File: src/rtl/dmac_fifo_requester_if.sv
// Handshake bundle between the DMAC FIFO requester and the FIFO it drives.
// The requester uses the master view; the FIFO uses the slave view.
interface dmac_fifo_requester_if #(
    parameter int DATA_WIDTH = 32
);
    logic                  fifo_full;
    logic                  fifo_empty;
    logic                  fifo_wr_ack;
    logic                  fifo_wr_err;
    logic                  fifo_rd_ack;
    logic                  fifo_rd_err;
    logic [DATA_WIDTH-1:0] fifo_dout;
    logic                  fifo_wr_en;
    logic                  fifo_rd_en;
    logic [DATA_WIDTH-1:0] fifo_din;

    modport master (
        input  fifo_full, fifo_empty, fifo_wr_ack, fifo_wr_err,
               fifo_rd_ack, fifo_rd_err, fifo_dout,
        output fifo_wr_en, fifo_rd_en, fifo_din
    );

    modport slave (
        output fifo_full, fifo_empty, fifo_wr_ack, fifo_wr_err,
               fifo_rd_ack, fifo_rd_err, fifo_dout,
        input  fifo_wr_en, fifo_rd_en, fifo_din
    );
endinterface

File: src/rtl/dmac_fifo_requester.sv
// Moves len words into or out of the DMAC FIFO one request at a time,
// retrying refused requests and reporting done or abort.
module dmac_fifo_requester #(
    parameter int DATA_WIDTH = 32,
    parameter int LEN_WIDTH  = 8,
    parameter int MAX_RETRY  = 4
) (
    input  logic                  clk,
    input  logic                  reset_n,
    input  logic                  start,
    input  logic                  dir,
    input  logic [LEN_WIDTH-1:0]  len,
    input  logic [DATA_WIDTH-1:0] src_data,
    output logic                  src_pop,
    output logic [DATA_WIDTH-1:0] dst_data,
    output logic                  dst_valid,
    output logic                  busy,
    output logic [LEN_WIDTH-1:0]  xfer_cnt,
    output logic                  done,
    output logic                  abort,
    output logic [3:0]            retry_cnt,
    dmac_fifo_requester_if.master fifo
);
    localparam logic [3:0] RETRY_LIM = 4'(MAX_RETRY);

    typedef enum logic [2:0] {
        S_IDLE,
        S_ISSUE,
        S_WAIT,
        S_DONE,
        S_ABORT
    } state_t;

    state_t                state;
    logic                  dir_q;
    logic [LEN_WIDTH-1:0]  len_q;
    logic                  issue_ok;
    logic                  ack;
    logic                  err;
    logic                  accepted;
    logic [LEN_WIDTH-1:0]  xfer_nxt;
    logic [3:0]            retry_nxt;

    // Request and pop are decoded from the registered state so a request and
    // its response fit in two cycles, and the source can advance right at the
    // edge that consumes the acknowledged word.
    assign issue_ok        = (state == S_ISSUE) && (dir_q ? !fifo.fifo_empty : !fifo.fifo_full);
    assign fifo.fifo_wr_en = issue_ok && !dir_q;
    assign fifo.fifo_rd_en = issue_ok && dir_q;
    assign fifo.fifo_din   = fifo.fifo_wr_en ? src_data : '0;

    assign ack       = dir_q ? fifo.fifo_rd_ack : fifo.fifo_wr_ack;
    assign err       = dir_q ? fifo.fifo_rd_err : fifo.fifo_wr_err;
    // Contradictory ack+err, or silence, is a refused request.
    assign accepted  = ack && !err;
    assign xfer_nxt  = xfer_cnt + 1'b1;
    assign retry_nxt = retry_cnt + 4'd1;

    assign src_pop = (state == S_WAIT) && !dir_q && accepted;
    assign busy    = (state == S_ISSUE) || (state == S_WAIT);
    assign done    = (state == S_DONE);
    assign abort   = (state == S_ABORT);

    always_ff @(posedge clk or negedge reset_n) begin
        if (!reset_n) begin
            state     <= S_IDLE;
            dir_q     <= 1'b0;
            len_q     <= '0;
            xfer_cnt  <= '0;
            retry_cnt <= '0;
            dst_data  <= '0;
            dst_valid <= 1'b0;
        end else begin
            dst_valid <= 1'b0;
            case (state)
                S_IDLE: begin
                    if (start) begin
                        dir_q     <= dir;
                        len_q     <= len;
                        xfer_cnt  <= '0;
                        retry_cnt <= '0;
                        state     <= (len == '0) ? S_DONE : S_ISSUE;
                    end
                end
                S_ISSUE: begin
                    if (issue_ok) state <= S_WAIT;
                end
                S_WAIT: begin
                    if (accepted) begin
                        xfer_cnt  <= xfer_nxt;
                        retry_cnt <= '0;
                        if (dir_q) begin
                            dst_data  <= fifo.fifo_dout;
                            dst_valid <= 1'b1;
                        end
                        state <= (xfer_nxt == len_q) ? S_DONE : S_ISSUE;
                    end else begin
                        retry_cnt <= retry_nxt;
                        state     <= (retry_nxt == RETRY_LIM) ? S_ABORT : S_ISSUE;
                    end
                end
                S_DONE:  state <= S_IDLE;
                S_ABORT: state <= S_IDLE;
                default: state <= S_IDLE;
            endcase
        end
    end
endmodule

File: src/flat_wrapper.sv
// flat-port wrapper written by rule: the top's interface ports become plain ports
module dmac_fifo_requester_flat 
#(
    parameter int DATA_WIDTH = 32,
    parameter int LEN_WIDTH  = 8,
    parameter int MAX_RETRY  = 4
)
  (clk, reset_n, start, dir, len, src_data, src_pop, dst_data, dst_valid, busy, xfer_cnt, done, abort, retry_cnt, fifo_fifo_full, fifo_fifo_empty, fifo_fifo_wr_ack, fifo_fifo_wr_err, fifo_fifo_rd_ack, fifo_fifo_rd_err, fifo_fifo_dout, fifo_fifo_wr_en, fifo_fifo_rd_en, fifo_fifo_din);
  dmac_fifo_requester_if #(.DATA_WIDTH(DATA_WIDTH)) fifo_i ();
  input  logic clk;
  input  logic reset_n;
  input  logic start;
  input  logic dir;
  input  logic [LEN_WIDTH-1:0] len;
  input  logic [DATA_WIDTH-1:0] src_data;
  output logic src_pop;
  output logic [DATA_WIDTH-1:0] dst_data;
  output logic dst_valid;
  output logic busy;
  output logic [LEN_WIDTH-1:0] xfer_cnt;
  output logic done;
  output logic abort;
  output logic [3:0] retry_cnt;
  input wire logic [$bits(fifo_i.fifo_full)-1:0] fifo_fifo_full;
  input wire logic [$bits(fifo_i.fifo_empty)-1:0] fifo_fifo_empty;
  input wire logic [$bits(fifo_i.fifo_wr_ack)-1:0] fifo_fifo_wr_ack;
  input wire logic [$bits(fifo_i.fifo_wr_err)-1:0] fifo_fifo_wr_err;
  input wire logic [$bits(fifo_i.fifo_rd_ack)-1:0] fifo_fifo_rd_ack;
  input wire logic [$bits(fifo_i.fifo_rd_err)-1:0] fifo_fifo_rd_err;
  input wire logic [$bits(fifo_i.fifo_dout)-1:0] fifo_fifo_dout;
  output wire logic [$bits(fifo_i.fifo_wr_en)-1:0] fifo_fifo_wr_en;
  output wire logic [$bits(fifo_i.fifo_rd_en)-1:0] fifo_fifo_rd_en;
  output wire logic [$bits(fifo_i.fifo_din)-1:0] fifo_fifo_din;
  assign fifo_i.fifo_full = fifo_fifo_full;
  assign fifo_i.fifo_empty = fifo_fifo_empty;
  assign fifo_i.fifo_wr_ack = fifo_fifo_wr_ack;
  assign fifo_i.fifo_wr_err = fifo_fifo_wr_err;
  assign fifo_i.fifo_rd_ack = fifo_fifo_rd_ack;
  assign fifo_i.fifo_rd_err = fifo_fifo_rd_err;
  assign fifo_i.fifo_dout = fifo_fifo_dout;
  assign fifo_fifo_wr_en = fifo_i.fifo_wr_en;
  assign fifo_fifo_rd_en = fifo_i.fifo_rd_en;
  assign fifo_fifo_din = fifo_i.fifo_din;
  dmac_fifo_requester #(.DATA_WIDTH(DATA_WIDTH), .LEN_WIDTH(LEN_WIDTH), .MAX_RETRY(MAX_RETRY)) u_core (.clk(clk), .reset_n(reset_n), .start(start), .dir(dir), .len(len), .src_data(src_data), .src_pop(src_pop), .dst_data(dst_data), .dst_valid(dst_valid), .busy(busy), .xfer_cnt(xfer_cnt), .done(done), .abort(abort), .retry_cnt(retry_cnt), .fifo(fifo_i));
endmodule
File: config.mk
export PLATFORM = sky130hd
export DESIGN_NAME = dmac_fifo_requester_flat
export DESIGN_NICKNAME = d
export VERILOG_FILES = /design/src/rtl/dmac_fifo_requester_if.sv /design/src/rtl/dmac_fifo_requester.sv /design/src/flat_wrapper.sv
export SDC_FILE = /design/constraint.sdc
export NUM_CORES = 1
export LEC_CHECK = 0
export CORE_MARGIN = 5
export CORE_UTILIZATION = 42
export CTS_BUF_LIST = sky130_fd_sc_hd__clkbuf_16
export DETAILED_ROUTE_END_ITERATION = 10
export PLACE_DENSITY = 0.87
export SYNTH_ARGS = -nofsm -noshare
export SYNTH_HDL_FRONTEND = slang
export SYNTH_SLANG_ARGS = --single-unit
File: constraint.sdc
create_clock -name clk -period 2.6 [get_ports clk]
set_input_delay 0.52 -clock clk [delete_from_list [all_inputs] [get_ports clk]]
set_output_delay 0.52 -clock clk [all_outputs]
set_load 0.02 [all_outputs]
==> results.sh, run 1 <==
export IMPL_status="finished clean"
export IMPL_fmax_ghz=0.413
export IMPL_viasPerCell=4.91
export IMPL_cpMaxStageDelayCell="clkdlybuf4s50_1"
export IMPL_wl_um=8990
export IMPL_final_nets=512
export IMPL_fillers=519
export IMPL_die_area_um2=9030
export IMPL_ioPinCount=165
export IMPL_grt_usage_pct=20.7
export IMPL_postLayoutCellArea_um2=5050
export IMPL_hold_viol=0
export IMPL_critPathMaxStageDelay_ps=430
export IMPL_dieHeight_um=95.0
export IMPL_post_dp_hpwl_um=7220
export IMPL_cts_tree="yes"
export IMPL_leakage_nw=2.33
export IMPL_avgRoutedWirePerCell_um=16.9
export IMPL_avgSynthCellArea_um2=12.1
export IMPL_drive_above_1_share_pct=18.5
export IMPL_placementRows=31
export IMPL_max_slew_margin_pct=52.8
export IMPL_hold_class="input port to asynchronous set/reset pin"
export IMPL_finalMaxSlewViolations=0
export IMPL_cts_sink_count=57
export IMPL_synthCells=251
export IMPL_io_buffers=164
export IMPL_insertion_delay_ps=320
export IMPL_synth_edf_count=0
export IMPL_cp_max_fo=33
export IMPL_synth_area_leaders="dfrtp_1, mux2_4, and2_1"
export IMPL_endpoint_kind="primary output"
export IMPL_layout_min_cycle_time_ps=2420
export IMPL_cp_data_required_time_ps=2080
export IMPL_async_reset_ff_share_pct=100
export IMPL_max_clock_path_buffers=2
export IMPL_clkTransAtPathRegs_ps=50
export IMPL_worstSetupPathType="input port to primary output"
export IMPL_gp_congestion=0.794
export IMPL_ys_ff_latch=57
export IMPL_p_per_area_nw_per_um2=879
export IMPL_vias=2605
export IMPL_antenna_cells=0
export IMPL_finClkSkew_ps=4.34
export IMPL_clockPowerShare_pct=22.9
export IMPL_peakVddDrop_v=0.000313
export IMPL_drtPass1Iterations=6
export IMPL_tightest_slew_ps=707
export IMPL_ant_nets=0
export IMPL_cp_start_kind="input port"
export IMPL_area_growth_pct=66.1
export IMPL_yosys_area_top_type="dfrtp_1"
export IMPL_initialDrtViolationCount=100
export IMPL_yosysUniqueCellTypes=43
export IMPL_antenna_found_initial=0
export IMPL_final_period_utilization_pct=93.2
export IMPL_setup_tns_ps=0
export IMPL_syn_area_um2=3040
export IMPL_grt_pass1_vias=2915
export IMPL_p_sw_share_pct=34.4
export IMPL_cap_violations=0
export IMPL_synth_main_ff_cell="dfrtp_1"
export IMPL_p_sw_mw=1.53
export IMPL_power_frac_comb_pct=45.4
export IMPL_initial_core_util_pct=42.6
export IMPL_synth_top_area_share_pct=47.0
export IMPL_drc=0
export IMPL_rsz0062_at_grt="no"
export IMPL_worstPathCellList="clkdlybuf4s50_1 > nor3_2 > buf_12 > and2_1 > dlygate4sd2_1"
export IMPL_htreeDepth=3
export IMPL_p_int_mw=2.91
export IMPL_die_x_um=95.0
export IMPL_seqPwrFrac_pct=31.8
export IMPL_cp_data_arrival_time_ps=1900
export IMPL_placed_cell_area_um2=4820
export IMPL_syn_nets=336
export IMPL_setup_viol=0
export IMPL_grt_max_degree=34
export IMPL_grt_ovfl_total=0
export IMPL_yosysWarnings=0
export IMPL_coreArea_um2=7140
export IMPL_root_buffer="clkbuf_16"
export IMPL_ys_seq_area_share_pct=47.0
export IMPL_cts_buffers=9
export IMPL_grt_pass1_wl_um=14200
## routing by layer
metal  vias up  global-route usage [%]  share of wire (%)
li1       1224                       -                  -
met1      1213                    20.1                 36
met2       153                    36.2                 48
met3        15                    12.1                 14
met4         0                    8.05                2.1
met5         -                       0                  0
## cell type report
class / count / area (µm²) / area share (%)
clock buffers: 9 / 225 / 4.46
clock inverters: 7 / 38.8 / 0.769
inverters: 1 / 3.75 / 0.0744
multi-input cells: 182 / 1500 / 29.8
flip-flops and latches: 57 / 1430 / 28.3
well taps: 99 / 124 / 2.45
repair buffers: 176 / 1730 / 34.2
## critical path: cells and delay by family
| kind | cells | cell delay, ps |
|---|---|---|
| AND/OR/NAND/NOR | 2 | 380 |
| buffers and inverters | 3 | 990 |
## power groups by stage
| stage | clock network (mW) | logic, mW | registers [mW] |
|---|---|---|---|
| 2_1_floorplan | 0 | 0.953 | 1.60 |
| 3_3_place_gp | 0 | 2.04 | 1.39 |
| 3_5_place_dp | 0 | 2.08 | 1.42 |
| 4_1_cts | 1.04 | 2.04 | 1.41 |
| 5_1_grt | 1.09 | 2.16 | 1.45 |
| 6_report | 1.01 | 2.01 | 1.41 |
## through the flow
| stage | setup WS, ps | utilization (%) | power, mW | hold slack, ps | std cells |
|---|---|---|---|---|---|
| 6_report | 177 | 70.7 | 4.44 | 251 | 531 |
| 5_1_grt | 86.3 | 70.7 | 4.70 | 309 | 531 |
| 4_1_cts | 38.3 | 70.7 | 4.49 | 271 | 531 |
| 3_5_place_dp | -105 | 67.5 | 3.50 | 496 | 515 |
| 3_3_place_gp | -84.0 | 67.5 | 3.43 | 489 | 515 |
| 2_1_floorplan | 547 | - | 2.55 | 224 | 251 |
## synthesized netlist by cell type (2+ instances only)
cell type  count
and3b_1        2
nor3b_2        2
nand3b_1       2
nand2b_1       2
nor2_1        12
mux2_2        13
o31ai_1        3
mux2i_1        2
nand3_1        4
ha_1           3
dfrtp_1       57
a21oi_1        2
mux2_4        29
xnor2_1       10
buf_12         3
o21ai_0       10
xor2_1         5
nand2_1       16
nor3_1         2
nor3b_1        2
nand4_1        3
o21ai_1        6
or3b_4         2
buf_2          3
clkbuf_1       3
nor4_1         2
and2_1        35
## cells by family after synthesis
| kind of cell | count (synthesis) | synth area share, % |
|---|---|---|
| flip-flops | 57 | 47.0 |
| XOR/XNOR | 15 | 4.32 |
| adder cells (fa/ha/maj) | 3 | 1.24 |
| multiplexers | 44 | 19.8 |
| buffers and inverters | 12 | 3.58 |
| AND/OR/NAND/NOR | 93 | 18.7 |
| AO/OA/AOI/OAI | 27 | 5.40 |
## sequential cells by signal, summed over array words and instances, names as in the netlist
register / cells
u_core.dir_q: 1
u_core.retry_cnt: 4
u_core.len_q: 8
u_core.xfer_cnt: 8
u_core.state: 3
u_core.dst_data: 32
u_core.dst_valid: 1
## placed cells by master, fill, tap and decap left out, drive strengths merged, types with 3 or more instances in the layout
| cell type | netlist | layout |
|---|---|---|
| clkdlybuf4s50 | 0 | 129 |
| dfrtp | 57 | 57 |
| mux2 | 42 | 42 |
| and2 | 35 | 35 |
| dlygate4sd2 | 0 | 33 |
| o21ai | 17 | 17 |
| nand2 | 16 | 16 |
| nor2 | 14 | 14 |
| buf | 8 | 13 |
| xnor2 | 10 | 10 |
| clkbuf | 3 | 9 |
| xor2 | 5 | 5 |
| nand3 | 4 | 4 |
| clkinv | 0 | 4 |
| nor3b | 4 | 4 |
| nand4 | 3 | 3 |
| o31ai | 3 | 3 |
| ha | 3 | 3 |
| a21oi | 3 | 3 |
| nor3 | 3 | 3 |
## final timing paths
path,start,to,slack [ps],depth (start not counted)
min in group clk,u_core.dst_data[22]$_DFFE_PN0P_,u_core.dst_data[22]$_DFFE_PN0P_,500,1
worst min register to register,u_core.dst_data[22]$_DFFE_PN0P_,u_core.dst_data[22]$_DFFE_PN0P_,500,1
worst max register to register,u_core.xfer_cnt[0]$_DFFE_PN0P_,u_core.state[1]$_DFFE_PN0P_,710,6
worst max-delay path,fifo_fifo_full,fifo_fifo_din[28],180,5
worst min-delay path,reset_n,u_core.dst_data[26]$_DFFE_PN0P_,250,1
max in group asynchronous,reset_n,u_core.dst_data[29]$_DFFE_PN0P_,1750,2
## what timing repair did
item,CTS,global route
buffers inserted,0,0
hold buffers,0,0
resized for setup,33,1
endpoints found under the setup margin,33,1
Note: power is estimated with default switching activity, not from simulation.
==> inputs of run 2 (changes only) <==
Settings changed: CORE_UTILIZATION 42 to 40, CTS_CLUSTER_SIZE set to 10, PLACE_DENSITY 0.87 to 0.83.
==> results.sh, run 2 (synthesis gave the netlist of run 1 again) <==
export IMPL_status="finished clean"
export IMPL_layout_commonest_cell="clkdlybuf4s50_1"
export IMPL_cap_violations=0
export IMPL_cp_start_kind="input port"
export IMPL_fillers=541
export IMPL_dieHeight_um=97.2
export IMPL_io_buffers=164
export IMPL_grt_pass1_wl_um=14100
export IMPL_clkTransAtPathRegs_ps=50
export IMPL_cts_hold_fix_buffers=0
export IMPL_cp_max_fo=33
export IMPL_finClkSkew_ps=3.77
export IMPL_root_buffer="clkbuf_16"
export IMPL_initial_core_util_pct=41.4
export IMPL_coreArea_um2=7330
export IMPL_layoutNonFillerInstCount=532
export IMPL_ant_nets=0
export IMPL_grt_usage_pct=18.8
export IMPL_htreeDepth=3
export IMPL_area_growth_pct=67.7
export IMPL_p_per_area_nw_per_um2=910
export IMPL_cts_tree="yes"
export IMPL_leakage_nw=2.35
export IMPL_top_regs="u_core.dst_data: 32 flops, u_core.len_q: 8 flops, u_core.xfer_cnt: 8 flops"
export IMPL_max_clock_path_buffers=2
export IMPL_hold_class="input port to asynchronous set/reset pin"
export IMPL_insertion_delay_ps=320
export IMPL_final_nets=512
export IMPL_gp_congestion=0.853
export IMPL_cp_data_arrival_time_ps=1900
export IMPL_hold_viol=0
export IMPL_viasPerCell=4.91
export IMPL_grt_ovfl_total=0
export IMPL_peakVddDrop_v=0.000392
export IMPL_setup_viol=0
export IMPL_worstSetupPathType="input port to primary output"
export IMPL_grt_max_degree=34
export IMPL_final_period_utilization_pct=93.1
export IMPL_drive_above_1_share_pct=18.3
export IMPL_tightest_slew_ps=600
export IMPL_drtPass1Iterations=4
export IMPL_post_dp_hpwl_um=7050
export IMPL_whs_ps=205
export IMPL_mostFrequentLayoutCells="clkdlybuf4s50_1, dfrtp_1, and2_1, dlygate4sd2_1, mux2_4"
export IMPL_initialDrtViolationCount=98
export IMPL_postLayoutCellArea_um2=5090
export IMPL_endpoint_kind="primary output"
export IMPL_antenna_found_initial=1
export IMPL_max_slew_margin_pct=60.0
export IMPL_cts_setup_buffers=0
export IMPL_placementRows=31
export IMPL_rsz0062_at_grt="no"
export IMPL_cp_data_required_time_ps=2080
export IMPL_cts_buffers=9
export IMPL_seq_area_um2=1430
export IMPL_avgRoutedWirePerCell_um=16.9
export IMPL_dp_cells=515
export IMPL_vias=2613
export IMPL_drc=0
export IMPL_multi_input_area_um2=1500
export IMPL_placed_cell_area_um2=4820
export IMPL_grt_pass1_vias=2755
export IMPL_fmax_ghz=0.413
export IMPL_die_x_um=97.2
export IMPL_largest_reg_flops=32
export IMPL_cts_sink_count=57
export IMPL_setup_tns_ps=0
export IMPL_finalMaxSlewViolations=0
export IMPL_largest_register="u_core.dst_data"
export IMPL_wl_um=9000
export IMPL_layout_min_cycle_time_ps=2420
export IMPL_ioPinCount=165
export IMPL_die_area_um2=9440
## run 2: report_power, final
group	total, mW	switching [mW]	leakage [nW]	internal, mW
Sequential	1.41	0.232	0.742	1.18
Combinational	2.01	0.910	1.45	1.10
Clock	1.21	0.387	0.150	0.826
## run 2: final timing paths
| check | cells past startpoint | end | slack (ps) | start |
|---|---|---|---|---|
| worst max register to register | 5 | u_core.dst_data[1]$_DFFE_PN0P_ | 670 | u_core.state[2]$_DFFE_PN0P_ |
| max in group asynchronous | 2 | u_core.dst_data[9]$_DFFE_PN0P_ | 1820 | reset_n |
| worst max-delay path | 5 | fifo_fifo_din[5] | 180 | fifo_fifo_full |
| worst min register to register | 1 | u_core.dst_data[0]$_DFFE_PN0P_ | 510 | u_core.dst_data[0]$_DFFE_PN0P_ |
| min in group clk | 1 | u_core.dst_data[0]$_DFFE_PN0P_ | 510 | u_core.dst_data[0]$_DFFE_PN0P_ |
| worst min-delay path | 1 | u_core.dst_data[24]$_DFFE_PN0P_ | 200 | reset_n |
## run 2: layer usage
| metal | share of wire, % | wire length (µm) | track usage, % | up-vias |
|---|---|---|---|---|
| met5 | 0 | 0 | 0 | - |
| met4 | 3.1 | 278 | 9.72 | 0 |
| met3 | 9.2 | 829 | 6.89 | 20 |
| met2 | 49 | 4390 | 32.0 | 146 |
| met1 | 39 | 3500 | 20.4 | 1222 |
| li1 | - | - | - | 1225 |
## run 2: area by class of cell
| type | count | area share [%] |
|---|---|---|
| flip-flops and latches | 57 | 28.0 |
| inverters | 1 | 0.0737 |
| repair buffers | 176 | 33.9 |
| multi-input cells | 182 | 29.5 |
| clock inverters | 7 | 1.67 |
| clock buffers | 9 | 4.42 |
| well taps | 99 | 2.43 |
| diodes | 1 | 0.0491 |
## run 2: worst max-delay path, cell delays in order
cell             delay (ps)
clkdlybuf4s50_1         440
nor3_2                  270
buf_12                  190
and2_1                  140
dlygate4sd2_1           340
## run 2: stage by stage
step / worst slack [ps] / util (%) / total power [mW]
after global placement: -81.9 / 65.8 / 3.44
after floorplan: 547 / - / 2.55
after CTS: 29.2 / 69.4 / 4.69
after detailed placement: -105 / 65.8 / 3.49
final: 181 / 69.5 / 4.63
after global routing: 93.4 / 69.5 / 4.87
## run 2: repair_timing
| action | in CTS | in global routing |
|---|---|---|
| pin swaps | 0 | 0 |
| resized for setup | 33 | 1 |
| endpoints found under the setup margin | 33 | 1 |
